[src/rtl/mc_pkg.sv]
// Shared definitions for the multicycle main controller: state encodings,
// opcode constants, ALU function classes and the control-word payload.
package mc_pkg;

  localparam int unsigned STATE_W = 4;
  localparam int unsigned OPC_W   = 6;

  typedef enum logic [STATE_W-1:0] {
    S_IDLE    = 4'd0,
    S_FETCH   = 4'd1,
    S_DECODE  = 4'd2,
    S_RTYPE_1 = 4'd3,
    S_RTYPE_2 = 4'd4,
    S_BRANCH  = 4'd5,
    S_JUMP    = 4'd6,
    S_MEMADD  = 4'd7,
    S_LW_1    = 4'd8,
    S_LW_2    = 4'd9,
    S_SW      = 4'd10,
    S_EXCEPT  = 4'd11
  } state_e;

  localparam logic [OPC_W-1:0] OP_RTYPE  = 6'b000000;
  localparam logic [OPC_W-1:0] OP_BRANCH = 6'b000001;
  localparam logic [OPC_W-1:0] OP_JUMP   = 6'b000010;
  localparam logic [OPC_W-1:0] OP_LW     = 6'b000011;
  localparam logic [OPC_W-1:0] OP_SW     = 6'b000101;

  localparam logic [1:0] ALU_ADD   = 2'b00;
  localparam logic [1:0] ALU_SUB   = 2'b01;
  localparam logic [1:0] ALU_FUNCT = 2'b10;

  typedef struct packed {
    logic       pc_write;
    logic       pc_write_cond;
    logic       iord;
    logic       mem_read;
    logic       mem_write;
    logic       ir_write;
    logic       reg_dst;
    logic       mem_to_reg;
    logic       reg_write;
    logic       alu_src_a;
    logic [1:0] alu_src_b;
    logic [1:0] alu_op;
    logic [1:0] pc_source;
  } ctrl_t;

endpackage

[src/rtl/mc_main_ctrl_if.sv]
// Instruction/memory handshake and datapath control bundle of the main controller.
interface mc_main_ctrl_if
  import mc_pkg::*;
#(
  parameter int unsigned OP_W = 6
);
  logic               start;
  logic [OP_W-1:0]    op;
  logic               mem_ready;
  logic               pc_write;
  logic               pc_write_cond;
  logic               iord;
  logic               mem_read;
  logic               mem_write;
  logic               ir_write;
  logic               reg_dst;
  logic               mem_to_reg;
  logic               reg_write;
  logic               alu_src_a;
  logic [1:0]         alu_src_b;
  logic [1:0]         alu_op;
  logic [1:0]         pc_source;
  logic [STATE_W-1:0] state;
  logic               exc_illegal;

  modport master (
    output start, op, mem_ready,
    input  pc_write, pc_write_cond, iord, mem_read, mem_write, ir_write,
           reg_dst, mem_to_reg, reg_write, alu_src_a, alu_src_b, alu_op,
           pc_source, state, exc_illegal
  );

  modport slave (
    input  start, op, mem_ready,
    output pc_write, pc_write_cond, iord, mem_read, mem_write, ir_write,
           reg_dst, mem_to_reg, reg_write, alu_src_a, alu_src_b, alu_op,
           pc_source, state, exc_illegal
  );
endinterface

[src/rtl/mc_ctrl_decode.sv]
// Moore control decode of the controller state; only the FETCH PC/IR strobes
// follow mem_ready so the PC and IR update on the cycle memory delivers.
module mc_ctrl_decode
  import mc_pkg::*;
(
  input  state_e state,
  input  logic   mem_ready,
  output ctrl_t  ctrl
);

  always_comb begin
    ctrl = '0;
    case (state)
      S_FETCH: begin
        ctrl.mem_read  = 1'b1;
        ctrl.alu_src_b = 2'b01;
        ctrl.alu_op    = ALU_ADD;
        ctrl.pc_write  = mem_ready;
        ctrl.ir_write  = mem_ready;
      end
      S_DECODE: begin
        ctrl.alu_src_b = 2'b11;
        ctrl.alu_op    = ALU_ADD;
      end
      S_MEMADD: begin
        ctrl.alu_src_a = 1'b1;
        ctrl.alu_src_b = 2'b10;
        ctrl.alu_op    = ALU_ADD;
      end
      S_LW_1: begin
        ctrl.iord     = 1'b1;
        ctrl.mem_read = 1'b1;
      end
      S_LW_2: begin
        ctrl.reg_write  = 1'b1;
        ctrl.mem_to_reg = 1'b1;
      end
      S_SW: begin
        ctrl.iord      = 1'b1;
        ctrl.mem_write = 1'b1;
      end
      S_RTYPE_1: begin
        ctrl.alu_src_a = 1'b1;
        ctrl.alu_src_b = 2'b00;
        ctrl.alu_op    = ALU_FUNCT;
      end
      S_RTYPE_2: begin
        ctrl.reg_write = 1'b1;
        ctrl.reg_dst   = 1'b1;
      end
      S_BRANCH: begin
        ctrl.alu_src_a     = 1'b1;
        ctrl.alu_op        = ALU_SUB;
        ctrl.pc_write_cond = 1'b1;
        ctrl.pc_source     = 2'b01;
      end
      S_JUMP: begin
        ctrl.pc_write  = 1'b1;
        ctrl.pc_source = 2'b10;
      end
      default: ctrl = '0;
    endcase
  end

endmodule

[src/rtl/mc_main_ctrl.sv]
// Multicycle CPU main controller: state register, next-state logic and sticky
// illegal-opcode flag. Optional trap on unknown opcodes: ILLEGAL_OP_TRAP_EN.
module mc_main_ctrl
  import mc_pkg::*;
#(
  parameter int unsigned OP_W = 6
)(
  input logic           clk,
  input logic           rst_n,
  mc_main_ctrl_if.slave bus
);

  state_e state_q;
  state_e state_d;
  ctrl_t  ctrl;

  always_comb begin
    state_d = state_q;
    case (state_q)
      S_IDLE:    if (bus.start) state_d = S_FETCH;
      S_FETCH:   if (bus.mem_ready) state_d = S_DECODE;
      S_DECODE: begin
        if (bus.op == OP_W'(OP_RTYPE))                                  state_d = S_RTYPE_1;
        else if (bus.op == OP_W'(OP_BRANCH))                            state_d = S_BRANCH;
        else if (bus.op == OP_W'(OP_JUMP))                              state_d = S_JUMP;
        else if (bus.op == OP_W'(OP_LW) || bus.op == OP_W'(OP_SW))      state_d = S_MEMADD;
        else begin
`ifdef ILLEGAL_OP_TRAP_EN
          state_d = S_EXCEPT;
`else
          state_d = S_FETCH;
`endif
        end
      end
      S_MEMADD:  state_d = (bus.op == OP_W'(OP_LW)) ? S_LW_1 : S_SW;
      S_RTYPE_1: state_d = S_RTYPE_2;
      S_LW_1:    if (bus.mem_ready) state_d = S_LW_2;
      S_SW:      if (bus.mem_ready) state_d = S_FETCH;
      S_LW_2, S_RTYPE_2, S_BRANCH, S_JUMP: state_d = S_FETCH;
`ifdef ILLEGAL_OP_TRAP_EN
      S_EXCEPT:  state_d = S_EXCEPT;
`endif
      default:   state_d = S_IDLE;
    endcase
  end

  always_ff @(posedge clk or negedge rst_n) begin
    if (!rst_n) state_q <= S_IDLE;
    else        state_q <= state_d;
  end

`ifdef ILLEGAL_OP_TRAP_EN
  logic exc_q;

  // Sticky until reset; set on the DECODE->EXCEPT edge.
  always_ff @(posedge clk or negedge rst_n) begin
    if (!rst_n)                                           exc_q <= 1'b0;
    else if (state_q == S_DECODE && state_d == S_EXCEPT)  exc_q <= 1'b1;
  end

  assign bus.exc_illegal = exc_q;
`else
  assign bus.exc_illegal = 1'b0;
`endif

  mc_ctrl_decode u_decode (
    .state     (state_q),
    .mem_ready (bus.mem_ready),
    .ctrl      (ctrl)
  );

  assign bus.pc_write      = ctrl.pc_write;
  assign bus.pc_write_cond = ctrl.pc_write_cond;
  assign bus.iord          = ctrl.iord;
  assign bus.mem_read      = ctrl.mem_read;
  assign bus.mem_write     = ctrl.mem_write;
  assign bus.ir_write      = ctrl.ir_write;
  assign bus.reg_dst       = ctrl.reg_dst;
  assign bus.mem_to_reg    = ctrl.mem_to_reg;
  assign bus.reg_write     = ctrl.reg_write;
  assign bus.alu_src_a     = ctrl.alu_src_a;
  assign bus.alu_src_b     = ctrl.alu_src_b;
  assign bus.alu_op        = ctrl.alu_op;
  assign bus.pc_source     = ctrl.pc_source;
  assign bus.state         = STATE_W'(state_q);

endmodule

[src/flat_wrapper.sv]
// flat-port wrapper written by rule: the top's interface ports become plain ports
module mc_main_ctrl_flat import mc_pkg::*;
#(
  parameter int unsigned OP_W = 6
)
  (clk, rst_n, bus_start, bus_op, bus_mem_ready, bus_pc_write, bus_pc_write_cond, bus_iord, bus_mem_read, bus_mem_write, bus_ir_write, bus_reg_dst, bus_mem_to_reg, bus_reg_write, bus_alu_src_a, bus_alu_src_b, bus_alu_op, bus_pc_source, bus_state, bus_exc_illegal);
  mc_main_ctrl_if #(.OP_W(OP_W)) bus_i ();
  input logic clk;
  input logic rst_n;
  input wire logic [$bits(bus_i.start)-1:0] bus_start;
  input wire logic [$bits(bus_i.op)-1:0] bus_op;
  input wire logic [$bits(bus_i.mem_ready)-1:0] bus_mem_ready;
  output wire logic [$bits(bus_i.pc_write)-1:0] bus_pc_write;
  output wire logic [$bits(bus_i.pc_write_cond)-1:0] bus_pc_write_cond;
  output wire logic [$bits(bus_i.iord)-1:0] bus_iord;
  output wire logic [$bits(bus_i.mem_read)-1:0] bus_mem_read;
  output wire logic [$bits(bus_i.mem_write)-1:0] bus_mem_write;
  output wire logic [$bits(bus_i.ir_write)-1:0] bus_ir_write;
  output wire logic [$bits(bus_i.reg_dst)-1:0] bus_reg_dst;
  output wire logic [$bits(bus_i.mem_to_reg)-1:0] bus_mem_to_reg;
  output wire logic [$bits(bus_i.reg_write)-1:0] bus_reg_write;
  output wire logic [$bits(bus_i.alu_src_a)-1:0] bus_alu_src_a;
  output wire logic [$bits(bus_i.alu_src_b)-1:0] bus_alu_src_b;
  output wire logic [$bits(bus_i.alu_op)-1:0] bus_alu_op;
  output wire logic [$bits(bus_i.pc_source)-1:0] bus_pc_source;
  output wire logic [$bits(bus_i.state)-1:0] bus_state;
  output wire logic [$bits(bus_i.exc_illegal)-1:0] bus_exc_illegal;
  assign bus_i.start = bus_start;
  assign bus_i.op = bus_op;
  assign bus_i.mem_ready = bus_mem_ready;
  assign bus_pc_write = bus_i.pc_write;
  assign bus_pc_write_cond = bus_i.pc_write_cond;
  assign bus_iord = bus_i.iord;
  assign bus_mem_read = bus_i.mem_read;
  assign bus_mem_write = bus_i.mem_write;
  assign bus_ir_write = bus_i.ir_write;
  assign bus_reg_dst = bus_i.reg_dst;
  assign bus_mem_to_reg = bus_i.mem_to_reg;
  assign bus_reg_write = bus_i.reg_write;
  assign bus_alu_src_a = bus_i.alu_src_a;
  assign bus_alu_src_b = bus_i.alu_src_b;
  assign bus_alu_op = bus_i.alu_op;
  assign bus_pc_source = bus_i.pc_source;
  assign bus_state = bus_i.state;
  assign bus_exc_illegal = bus_i.exc_illegal;
  mc_main_ctrl #(.OP_W(OP_W)) u_core (.clk(clk), .rst_n(rst_n), .bus(bus_i));
endmodule
[config.mk]
export PLATFORM = sky130hd
export DESIGN_NAME = mc_main_ctrl_flat
export DESIGN_NICKNAME = d
export VERILOG_FILES = /design/src/rtl/mc_pkg.sv /design/src/rtl/mc_main_ctrl_if.sv /design/src/rtl/mc_ctrl_decode.sv /design/src/rtl/mc_main_ctrl.sv /design/src/flat_wrapper.sv
export SDC_FILE = /design/constraint.sdc
export NUM_CORES = 1
export LEC_CHECK = 0
export ABC_AREA = 1
export CELL_PAD_IN_SITES_DETAIL_PLACEMENT = 1
export CELL_PAD_IN_SITES_GLOBAL_PLACEMENT = 1
export CORE_AREA = 5 5 58 60
export CTS_BUF_LIST = sky130_fd_sc_hd__clkbuf_4 sky130_fd_sc_hd__clkbuf_8 sky130_fd_sc_hd__clkbuf_16
export DETAILED_ROUTE_END_ITERATION = 10
export DIE_AREA = 0 0 63 65
export PLACE_DENSITY = 0.78
export SYNTH_ARGS = -nofsm -noshare
export SYNTH_HDL_FRONTEND = slang
export SYNTH_HIERARCHICAL = 1
export SYNTH_SLANG_ARGS = --single-unit
[constraint.sdc]
create_clock -name clk -period 1.1 [get_ports clk]
set_input_delay 0.33 -clock clk [delete_from_list [all_inputs] [get_ports clk]]
set_output_delay 0.33 -clock clk [all_outputs]
set_load 0.05 [all_outputs]
==> results.txt, run 1 <==
The flow ran to the end, but the final reports show violations. The final reports fail on negative setup slack. The clock root buffer is sky130_fd_sc_hd__clkbuf_4. The tools report the endpoint arrival time on the critical path as 1350 ps.

Met2 global-route usage: 26.92%. TritonCTS created 3 clock buffers. The signal on the critical path passes through nor2_4 -> nand2_2 -> o21ai_4 -> buf_12.

The top-level I/O count is 31, and the delay of the slowest critical-path stage is 510 ps. The final count of pins violating max slew is 0, and the layout net count is 165. The final setup violation count is 24, and the met1 demand-to-capacity share in global routing is 11.81%.

The run gives 2565 µm as the total detailed-routing wirelength. At the later pin of the worst-skew pair, clock insertion delay measures 220 ps. The die covers 4095 µm². The power per unit of standard cell area is 2756 nW/µm², and the starting density of the core is 18.78%.

When the netlist entered floorplanning its net count stood at 113. Setup repair after global routing could not meet its margin everywhere. The final route contains 862 vias. On the critical path the largest part of the delay comes from flip-flops. The count of TritonRoute iterations in the first routing pass was 2; the global-route usage over all layers was 12.85%. The number of antenna cells inserted was 0. The logs give 2878 µm² for the area of the core region and 3.333 ps for the worst setup skew after layout. The area growth from synthesis to layout is 179.6%. Before CTS, the worst setup slack after placement is -491.8 ps.

The synthesized netlist contains 18 unique library cells. The wire-length estimate of the detail-placed layout is 2148 µm. The part of the Yosys area used for sequential elements is 18.52%. The slowest stage of the critical path belongs to the cell sky130_fd_sc_hd__dfrtp_4. The run gives 103 as the gate count after technology mapping. The run gives 0.6419 nW as the static leakage. The final hold violation count came out at 0. The worst setup margin was -582.3 ps.

The critical path is of the flip-flop to primary output type. In the routed design, unresolved DRC markers number 0. The portion of the clock cycle consumed by the worst path in the final layout is 152.9%. The die is 65 µm tall. Synthesis inferred 4 register bits. Leaving out fill and tap cells, the most frequent cells in the layout are sky130_fd_sc_hd__buf_12, sky130_fd_sc_hd__nand2_1, sky130_fd_sc_hd__buf_4. The worst path buffer plus inverter count works out to 1. The worst min-delay path category is primary input to async pin. The number of DRC markers after the initial detailed-route iteration is 9.

The global-route met3 utilization came out at 3.640%. Clock-pin slew was measured on the worst setup and hold paths at 40 ps. The maximum number of pins on one net before global-route repair was 8. Cells fill 52.52% of the core in the end.

The ratio of cells with drive above 1 in the final layout was 62.09%. For this design, the sink count on the clock tree is 4. The worst setup path is captured at a primary output. Based on the critical path, the design can be clocked at up to 594.4 MHz. The largest fanout on the critical path works out to 6. Buffers inserted to repair hold after CTS numbered 0. After global routing the overflow that remains totals 0.

IR analysis of the VDD net gives a maximum drop of 1637 µV. For the number of max-cap violations, the log shows 0. The finished cells cover 1511 µm². Total power for the finished layout comes to 4.166 mW. After detailed routing, the average wire length per cell comes to 13.79 µm.

Standard-cell row count: 20. The critical path startpoint category is a flip-flop. The first global-routing pass estimated 4381 µm of wire. The number of global-route vias before repair is 984.

The via density per instance is 4.634. The tools report the cell area after synthesis as 540.5 µm². TritonCTS built the clock tree. After global routing, the most crowded layer is met2.

The number of nets with antenna violations after routing was 0; the setup total negative slack was -10740 ps. A synthesized cell averages 5.248 µm². The total number of H-tree levels is 1, and the die boundary width is 63 µm. The flip-flop count of the largest register, all copies and words added came out at 4. The congestion estimate from routability-driven global placement came to 0.7493.

The run gives 2 as the maximum count of clock buffers along a single path. The worst path in the final design needs a cycle of 1682 ps, including I/O delays and setup. At the worst endpoint, the required time is 770 ps. The number of antenna violations at the first check in global routing is 0, and the count of buffers from port buffering is 29. After detailed placement, the total cell area comes to 1335 µm².

The Yosys step of the flow raised 6 warnings.
==> Yosys cell counts <==
| cell | count | area, µm² |
|---|---|---|
| sky130_fd_sc_hd__inv_2 | 6 | 22.52 |
| sky130_fd_sc_hd__nand3_1 | 7 | 35.03 |
| sky130_fd_sc_hd__o211ai_1 | 1 | 7.510 |
| sky130_fd_sc_hd__inv_1 | 13 | 48.80 |
| sky130_fd_sc_hd__nor3_1 | 1 | 5.000 |
| sky130_fd_sc_hd__nor2_2 | 4 | 25.02 |
| sky130_fd_sc_hd__o21ai_0 | 1 | 5.000 |
| sky130_fd_sc_hd__nor2_1 | 16 | 60.06 |
| sky130_fd_sc_hd__nand2_1 | 33 | 123.9 |
| sky130_fd_sc_hd__a21oi_1 | 3 | 15.01 |
| sky130_fd_sc_hd__o22ai_1 | 1 | 6.260 |
| sky130_fd_sc_hd__o21ai_2 | 2 | 17.52 |
| sky130_fd_sc_hd__conb_1 | 1 | 3.750 |
| sky130_fd_sc_hd__nand4_1 | 3 | 18.77 |
| sky130_fd_sc_hd__dfrtp_1 | 4 | 100.1 |
| sky130_fd_sc_hd__nand2_2 | 3 | 18.77 |
| sky130_fd_sc_hd__buf_4 | 3 | 22.52 |
| sky130_fd_sc_hd__o21ai_1 | 1 | 5.000 |
==> timing repair <==
item	CTS	global route
buffers inserted	3	1
gates resized for setup	17	11
pin swaps	5	10
endpoints found under the setup margin	24	24
==> final cells by class <==
cell class / count / area, µm²
clock buffer: 3 / 22.52
timing repair buffer: 50 / 679.4
tap: 33 / 41.29
sequential: 4 / 107.6
inverter: 19 / 93.84
multi-input combinational: 77 / 566.8
fill: 350 / 1366
==> power breakdown <==
| part | switching (mW) | total (mW) | internal (mW) |
|---|---|---|---|
| clock network | 0.0458 | 0.167 | 0.121 |
| logic | 2.02 | 3.64 | 1.62 |
| registers | 0.146 | 0.356 | 0.211 |
| total | 2.22 | 4.17 | 1.95 |
==> kinds of logic (layout without fill, tap and decap cells) <==
| group | count (synthesis) | count (layout) | share of synthesized area, % |
|---|---|---|---|
| flip-flops | 4 | 4 | 18.52 |
| AO/OA/AOI/OAI | 9 | 9 | 10.42 |
| other | 1 | 1 | 0.6938 |
| buffers and inverters | 22 | 72 | 17.36 |
| AND/OR/NAND/NOR | 67 | 67 | 53.01 |
==> worst paths after layout <==
check,startpoint,endpoint,slack [ps],depth (start not counted)
min,rst_n,u_core/bus.state[3],310,1
max,u_core/bus.state[3],bus_alu_src_b[1],-580,4
max in group asynchronous,rst_n,u_core/bus.state[3],610,1
min in group clk,u_core/bus.state[3],u_core/bus.state[3],620,2
max reg2reg,u_core/bus.state[3],u_core/bus.state[0],-390,10
min reg2reg,u_core/bus.state[3],u_core/bus.state[3],620,2
==> per-stage QoR <==
step / hold WS, ps / instances
final: 306.8 / 186
after global routing: 316.2 / 186
after CTS: 312.2 / 185
after detailed placement: 546.5 / 179
after global placement: 543.3 / 179
after floorplan: 34.41 / 103
==> per-layer routing <==
layer / share of wire (%) / vias up
met1: 30 / 401
met5: 0 / -
met3: 6.4 / 8
li1: - / 417
met2: 60 / 36
met4: 3.3 / 0
Power figures use the tool's default switching activity.
==> run 2: changes to the inputs <==
--- a/config.mk
+++ b/config.mk
@@ -17,3 +17,4 @@
 export SYNTH_HDL_FRONTEND = slang
 export SYNTH_HIERARCHICAL = 1
 export SYNTH_SLANG_ARGS = --single-unit
+export TNS_END_PERCENT = 20
==> results.txt, run 2 (synthesis results as in run 1) <==
Met1 demand-to-capacity share in global routing: 12.45% (was 11.81%). Remaining routing DRC violations: 0 (unchanged). The standard-cell row count is 20 (unchanged).

The cell type of the slowest stage on the worst timing path was sky130_fd_sc_hd__dfrtp_2 (was sky130_fd_sc_hd__dfrtp_4). The number of max-cap violations was 0 (unchanged). For the number of DRC markers after the initial detailed-route iteration, the log shows 12 (was 9).

The total cell area at the placement stage was 1260 µm² (was 1335 µm²); the via density per instance was 4.452 (was 4.634). Die boundary width: 63 µm (unchanged). Global-route usage over all layers: 12.56% (was 12.85%).

Violated checks: negative setup slack (unchanged). TritonCTS built the clock tree. The die boundary height is 65 µm (unchanged).

Cell seen most often among critical-path stages: sky130_fd_sc_hd__nand2_1. For the data required time at the worst endpoint, the log shows 770 ps (about the same). The portion of the clock cycle consumed by the worst path in the final layout is 146.7% (was 152.9%).

The die footprint came out at 4095 µm² (unchanged). The worst min-delay path category is primary input to async pin (unchanged). The power per unit of standard cell area came out at 2744 nW/µm² (was 2756 nW/µm²). Total detailed-routing wirelength: 2376 µm (was 2565 µm).

The number of antenna violations at the first check in global routing was 0 (unchanged). Leading cell type in the layout, fill and taps excluded: sky130_fd_sc_hd__nand2_1. Post-route standard cell area excluding fillers: 1385 µm² (was 1511 µm²). The number of nets with antenna violations after routing was 0 (unchanged). The flow ran to the end, but the final reports show violations. The global-route wire length before repair came out at 4243 µm (was 4381 µm). The largest fanout on the critical path works out to 6 (unchanged). The tools report the minimum setup slack after placement as -461.0 ps (was -491.8 ps). The clock period minus final worst setup slack came out at 1614 ps (was 1682 ps). The number of antenna cells inserted was 0 (unchanged); the detailed-placement wirelength estimate was 1972 µm (was 2148 µm). Area of the core region: 2878 µm² (unchanged). The critical path startpoint category was a flip-flop (unchanged). Type of the worst setup path: flip-flop to primary output (unchanged). For the peak clock frequency supported by timing, the log shows 619.8 MHz (was 594.4 MHz). Top-level I/O count: 31 (unchanged). For the total vias in the final route, the log shows 828 (was 862). The post-route worst hold slack was 292.8 ps (was 306.8 ps). The logs give 0 (unchanged) for the overflow left after global routing and 0 (unchanged) for the final count of pins violating max slew. The synthesis-to-layout area growth came out at 156.3% (was 179.6%).

The count of buffers from port buffering was 29 (unchanged); the clock-pin slew of the registers on the worst-case setup and hold paths was 40 ps (about the same). The starting density of the core was 18.78% (unchanged); the ratio of cells with drive above 1 in the final layout was 57.52% (was 62.09%). For the insertion delay to the later sink of the worst-skew pair, the log shows 230 ps (was 220 ps). The flip-flop count of the largest register, all copies and words added works out to 4 (unchanged). Total clock sinks: 4 (unchanged). The logs give 1280 ps (was 1350 ps) for the endpoint arrival time on the critical path and 0.8505 (was 0.7493) for the global placement routability congestion.

The total power is 3.801 mW (was 4.166 mW), and the final hold violation count is 0 (unchanged). The storage element area is 107.6 µm² (unchanged). The number of global-route vias before repair is 910 (was 984). The run gives 2 (unchanged) as the maximum count of clock buffers along a single path. For the static leakage, the log shows 0.6492 nW (was 0.6419 nW). The tools report the count of TritonRoute iterations in the first routing pass as 4 (was 2). The layer with the highest usage after global routing was met2 (unchanged). The multi-input logic area is 481.7 µm² (was 566.8 µm²). For the peak ir drop on the vdd network, the log shows 1807 µV (was 1637 µV).

Setup repair after global routing could not meet its margin everywhere. The clock root buffer is sky130_fd_sc_hd__clkbuf_4 (unchanged). The logs give 1 (unchanged) for the total number of H-tree levels and 357 (was 350) for the count of fill cells added during filler insertion. The final setup violation count is 24 (unchanged), and the average detailed-routed wire length per instance is 12.77 µm (was 13.79 µm). Global-route met3 utilization: 2.426% (was 3.640%).

The kind of end point of the critical path is a primary output (unchanged). The layout net count was 165 (unchanged). The tools report the worst setup margin as -513.5 ps (was -582.3 ps). The met2 global-route usage was 25.51% (was 26.92%); the TritonCTS buffer count was 3 (unchanged). Highest-count cells in the layout ignoring fill and taps: sky130_fd_sc_hd__nand2_1, sky130_fd_sc_hd__buf_12, sky130_fd_sc_hd__buf_4 (was sky130_fd_sc_hd__buf_12, sky130_fd_sc_hd__nand2_1, sky130_fd_sc_hd__buf_4). Worst setup skew after layout: 2.259 ps (was 3.333 ps). The delay of the slowest critical-path stage was 450 ps (was 510 ps); the maximum number of pins on one net before global-route repair was 9 (was 8).

Cells traversed along the worst timing path: inv_4 -> nor2_2 -> nand2_1 -> nand2_1 -> buf_12 (was nor2_4 -> nand2_2 -> o21ai_4 -> buf_12). The number of buffers added to fix hold violations after cts was 0 (unchanged).
==> run 2: changes by cell type in the layout (fill, tap and decap cells not counted), sizes merged <==
| cell | change |
|---|---|
| clkdlybuf4s50 | -1 |
| clkinvlp | -4 |
| dlymetal6s2s | +1 |
| inv | +4 |
==> run 2: cell type report <==
class	instances	area share [%]
inverter	19	5.330
clock buffer	3	1.626
tap	33	2.981
multi-input combinational	77	34.78
timing repair buffer	50	47.52
sequential	4	7.769
==> run 2: critical path, delay by kind of cell (launching register included) <==
kind | cells | cell delay [ps]
buffers and inverters | 2 | 220
DFF | 1 | 450
and+or+nand+nor | 3 | 370
==> run 2: what timing repair did <==
item / in CTS / in global routing
endpoints found under the hold margin: 0 / 0
endpoints found under the setup margin: 24 / 24
cloned: 0 / 0
gates resized for setup: 21 / 5
setup buffers: 2 / 1
pin swaps: 3 / 1
==> run 2: path summary, 6_finish.rpt <==
path                                      from             endpoint  slack, ps  depth (start not counted)
setup / recovery           u_core/bus.state[1]     bus_alu_src_b[0]       -510                          5
hold / removal                           rst_n  u_core/bus.state[3]        290                          1
setup reg to reg           u_core/bus.state[0]  u_core/bus.state[0]       -370                         10
hold reg to reg            u_core/bus.state[3]  u_core/bus.state[3]        770                          3
max in group asynchronous                rst_n  u_core/bus.state[3]        630                          1
min in group clk                     bus_op[1]  u_core/bus.state[0]        610                          6
==> run 2: power by group <==
group          total, mW  internal [mW]  switching, mW
clock              0.181          0.122         0.0591
combinational       3.27           1.45           1.81
sequential         0.354          0.210          0.143
total               3.80           1.79           2.01
==> run 2: metal layers <==
metal	routed length, µm	vias up
li1	-	413
met1	855	388
met2	1387	27
met3	133	0
met4	0	0
met5	0	-
==> run 2: per-stage QoR <==
| step | cells | TNS [ps] | utilization, % |
|---|---|---|---|
| after global routing | 186 | -11320 | 48.13 |
| after floorplan | 103 | -7879 | - |
| final | 186 | -9921 | 48.13 |
| after global placement | 180 | -6223 | 43.78 |
| after CTS | 185 | -9968 | 47.26 |
| after detailed placement | 180 | -6678 | 43.78 |
